File: config.mk
export PLATFORM = sky130hd
export DESIGN_NAME = sipo_frame_controller
export DESIGN_NICKNAME = d
export VERILOG_FILES = /design/src/rtl/sipo_frame_controller_pkg.sv /design/src/rtl/sipo_frame_controller_shift_reg.sv /design/src/rtl/sipo_frame_controller.sv
export SDC_FILE = /design/constraint.sdc
export NUM_CORES = 1
export LEC_CHECK = 0
export CAP_MARGIN = 40
export CORE_AREA = 3 3 40 42
export CTS_BUF_LIST = sky130_fd_sc_hd__clkbuf_16
export DETAILED_ROUTE_END_ITERATION = 10
export DIE_AREA = 0 0 43 45
export GPL_ROUTABILITY_DRIVEN = 0
export PLACE_DENSITY = 0.72
export SYNTH_ARGS = -nofsm -noshare
export SYNTH_HDL_FRONTEND = slang
export SYNTH_HIERARCHICAL = 1
export SYNTH_SLANG_ARGS = --single-unit
File: constraint.sdc
create_clock -name clk -period 1.78 [get_ports clk]
set_clock_uncertainty 0.15 [all_clocks]
set_input_delay 0.534 -clock clk [delete_from_list [all_inputs] [get_ports clk]]
set_output_delay 0.534 -clock clk [all_outputs]
set_load 0.005 [all_outputs]
File: src/rtl/sipo_frame_controller_pkg.sv
// Shared definitions for the SIPO frame controller slice: FSM encoding and default word length.
package sipo_frame_controller_pkg;

    localparam int SIPO_WIDTH = 3;

    typedef enum logic {
        ST_IDLE  = 1'b0,
        ST_SHIFT = 1'b1
    } sipo_state_t;

endpackage : sipo_frame_controller_pkg

File: src/rtl/sipo_frame_controller_shift_reg.sv
// Serial-in/parallel-out shift register; direction chosen by MSB_FIRST.
module sipo_shift_reg
    import sipo_frame_controller_pkg::*;
#(
    parameter int WIDTH     = SIPO_WIDTH,
    parameter bit MSB_FIRST = 1'b1
) (
    input  logic             clk,
    input  logic             clear,
    input  logic             en,
    input  logic             si,
    output logic [WIDTH-1:0] q
);

    // Shift one bit in when enabled; left shift fills bit 0, right shift fills the top bit
    always_ff @(posedge clk) begin
        if (clear) begin
            q <= '0;
        end else if (en) begin
            if (MSB_FIRST) begin
                q <= {q[WIDTH-2:0], si};
            end else begin
                q <= {si, q[WIDTH-1:1]};
            end
        end
    end

endmodule : sipo_shift_reg

File: src/rtl/sipo_frame_controller.sv
// Frame controller: gates serial bits into the SIPO, counts a word, and double-buffers it
// into a holding register offered downstream on a valid/ready handshake.
module sipo_frame_controller
    import sipo_frame_controller_pkg::*;
#(
    parameter int WIDTH     = SIPO_WIDTH,
    parameter bit MSB_FIRST = 1'b1
) (
    input  logic             clk,
    input  logic             clear,
    input  logic             start,
    input  logic             si,
    input  logic             si_valid,
    output logic [WIDTH-1:0] po,
    output logic             po_valid,
    input  logic             po_ready,
    output logic             busy,
    output logic             overrun
);

    localparam int             CW       = $clog2(WIDTH);
    localparam logic [CW-1:0]  LAST_CNT = CW'(WIDTH - 1);

    sipo_state_t      state;
    sipo_state_t      state_next;
    logic [CW-1:0]    count;
    logic [CW-1:0]    count_next;
    logic             shift_en;
    logic             frame_done;
    logic [WIDTH-1:0] sh_q;
    logic [WIDTH-1:0] word;

    sipo_shift_reg #(
        .WIDTH     (WIDTH),
        .MSB_FIRST (MSB_FIRST)
    ) u_shift (
        .clk   (clk),
        .clear (clear),
        .en    (shift_en),
        .si    (si),
        .q     (sh_q)
    );

    // The completed word must include the bit sampled this edge, so form it from the shifter's next value
    assign word = MSB_FIRST ? {sh_q[WIDTH-2:0], si} : {si, sh_q[WIDTH-1:1]};

    assign busy = (state == ST_SHIFT);

    // Next-state and bit-count logic; start restarts a frame and beats a concurrent si_valid
    always_comb begin
        state_next = state;
        count_next = count;
        shift_en   = 1'b0;
        frame_done = 1'b0;
        case (state)
            ST_IDLE: begin
                if (start) begin
                    state_next = ST_SHIFT;
                    count_next = '0;
                end
            end
            ST_SHIFT: begin
                if (start) begin
                    count_next = '0;
                end else if (si_valid) begin
                    shift_en = 1'b1;
                    if (count == LAST_CNT) begin
                        frame_done = 1'b1;
                        state_next = ST_IDLE;
                        count_next = '0;
                    end else begin
                        count_next = count + CW'(1);
                    end
                end
            end
            default: begin
                state_next = ST_IDLE;
                count_next = '0;
            end
        endcase
    end

    // State and bit counter registers
    always_ff @(posedge clk) begin
        if (clear) begin
            state <= ST_IDLE;
            count <= '0;
        end else begin
            state <= state_next;
            count <= count_next;
        end
    end

    // Holding register: load when free or being accepted this edge, otherwise drop the word and flag overrun
    always_ff @(posedge clk) begin
        if (clear) begin
            po       <= '0;
            po_valid <= 1'b0;
            overrun  <= 1'b0;
        end else if (frame_done) begin
            if (!po_valid || po_ready) begin
                po       <= word;
                po_valid <= 1'b1;
            end else begin
                overrun  <= 1'b1;
            end
        end else if (po_valid && po_ready) begin
            po_valid <= 1'b0;
        end
    end

endmodule : sipo_frame_controller

==> results of run 1 <==
## report_power, final
group	switching (uW)	leakage [uW]	internal [uW]
clock	97.0	0.0000385	294
sequential	3.03	0.0000811	229
combinational	11.9	0.000199	22.7
## timing repair
item,4_1_cts,5_1_grt
gates resized for setup,1,4
cloned,0,0
setup endpoints to repair,1,4
## flip-flops by register name, summed over array words and instances, names as in the netlist
register	count
po	3
overrun	1
busy	1
u_shift/q	2
count	2
po_valid	1
## through the flow
step	worst slack [ns]	setup TNS [ns]	cells	hold slack [ns]
finish	0.0448	0	74	0.323
global route	0.0131	0	74	0.355
CTS	0.00203	0	74	0.326
detailed placement	-0.165	-0.676	70	0.314
global placement	-0.161	-0.637	70	0.306
floorplan	0.330	0	43	0.301
## routing by layer
metal / track usage / routed length [um] / vias to the layer above
met2: 0.123 / 343 / 11
li1: - / - / 177
met3: 0.0398 / 54 / 4
met5: 0 / 0 / -
met1: 0.117 / 330 / 152
met4: 0.127 / 34 / 0
## final timing paths
| path | end | slack, ns | depth (start not counted) |
|---|---|---|---|
| worst max register to register | po[2]$_SDFFE_PP0P_ | 0.53 | 3 |
| worst max-delay path | overrun | 0.04 | 1 |
| worst min-delay path | overrun$_SDFFE_PP0P_ | 0.32 | 2 |
| worst min register to register | overrun$_SDFFE_PP0P_ | 0.32 | 2 |
## cell type report
cell class | count | area share
flip-flops and latches | 10 | 0.311
well taps | 15 | 0.0290
clock buffers | 3 | 0.116
repair buffers | 14 | 0.220
multi-input cells | 31 | 0.319
clock inverters | 1 | 0.00579
==> flow_summary_export.csv, run 1 <==
group,metric,value,unit
status,status,"completed",
setup_path,critPathBufInv,1,
grt,grt_pass1_wl,1320,um
clocking,ctsHoldBuffers,0,
timing,final.min_clock_period,1.74,ns
setup_path,cpPeakStageDelay,0.50,ns
clocking,cts.clk_slew.worst_paths,0.04,ns
layout,final_nets,66,
timing,fmax,0.576,GHz
grt,grt_pass1_vias,329,
setup_path,critPathTopFamily,"buffers and inverters",
timing,slew_viol_final,0,
detailed_routing,dr.pass1.iters,3,
die,initial_utilization,0.329,
setup_path,cp_cell_sequence,"clkdlybuf4s50_1",
setup_path,cpMaxStageDelayCell,"clkdlybuf4s50_1",
timing,rsz0062_at_grt,"no",
grt,antenna_found_initial,0,
grt,globalRouteOverflowTotal,0,
clocking,clock_sinks,10,
setup_path,end_kind,"output port",
layout,drive_gt1_frac,0.136,
synth,synth.avg_cell_area,9.84,um^2
run,max-cap-violations,0,
clocking,worst_skew_pair.late_latency,0.23,ns
hold_path,hold_path_class,"flip-flop to flip-flop",
timing,period_share,0.975,
setup_path,critPathRequiredTime,1.10,ns
layout,multiInputGateArea,206,um^2
layout,n_antenna_cell,0,
layout,register_area,201,um^2
setup_path,worstSetupPathType,"flip-flop to output port",
layout,final_cell_area,648,um^2
clocking,ctsRootBufferMaster,"clkbuf_16",
die,core,1280,um^2
grt,grt_max_degree,11,
detailed_routing,detail-route-antenna-nets,0,
clocking,numCtsBuffers,3,
power_and_ir_drop,total_power,657,uW
clocking,cts_tree,"done",
power_and_ir_drop,ir_drop,413,uV
die,die_h,45,um
clocking,htree_num_levels,1,
setup_path,worst_ep_arrival_time,1.05,ns
detailed_routing,vias_per_cell,4.65,
die,dieArea,1940,um^2
timing,setup_violations,0,
synth,syn_nets,49,
power_and_ir_drop,power_density,1010,nW/um^2
setup_path,r2r-start,"count[0]$_SDFFE_PP0P_",
die,die-width,43,um
detailed_routing,drtIter0Drc,2,
setup_path,critPathLaunch,"overrun$_SDFFE_PP0P_",
layout,post-route-util,0.504,
clocking,cts_buffer_depth,2,
die,rows,13,
timing,slew_headroom,0.823,
layout,final_cell_mix,"9 x dfxtp_1, 7 x clkdlybuf4s50_1, 6 x nor2_1, 6 x nand2b_1, 6 x mux2i_1",
hold_path,min_from,"overrun$_SDFFE_PP0P_",
layout,nFillCells,126,
placed_design,hpwl,563,um
layout,final_common_cell,"dfxtp_1",
power_and_ir_drop,leakage,0.000319,uW
detailed_routing,wire_per_inst,10.3,um
detailed_routing,vias,344,
timing,hold_violations,0,
setup_path,cp_max_fo,2,
synth,synth_warnings,6,
detailed_routing,drt_wl_total,763,um
placed_design,placed_area,558,um^2
setup_path,critPathLaunchType,"flip-flop",
timing,tightest_slew,0.264,ns
placed_design,port-buffer-count,11,
die,io_pins,12,
clocking,cts_setup_buffers,0,
layout,area_growth,53.3,%
synth,syn_inst,43,
detailed_routing,drc_errors,0,
synth,syn-cell-area,423,um^2
grt,grt_usage,0.100,
Power figures use the tool's default switching activity.
==> run 2, diff against run 1 <==
--- a/config.mk
+++ b/config.mk
@@ -10,7 +10,8 @@
 export CTS_BUF_LIST = sky130_fd_sc_hd__clkbuf_16
 export DETAILED_ROUTE_END_ITERATION = 10
 export DIE_AREA = 0 0 43 45
-export GPL_ROUTABILITY_DRIVEN = 0
+export GPL_ROUTABILITY_DRIVEN = 1
+export HOLD_SLACK_MARGIN = 0.15
 export PLACE_DENSITY = 0.72
 export SYNTH_ARGS = -nofsm -noshare
 export SYNTH_HDL_FRONTEND = slang
==> results of run 2 <==
Final layout, timing and power as in run 1 (identical DEF).
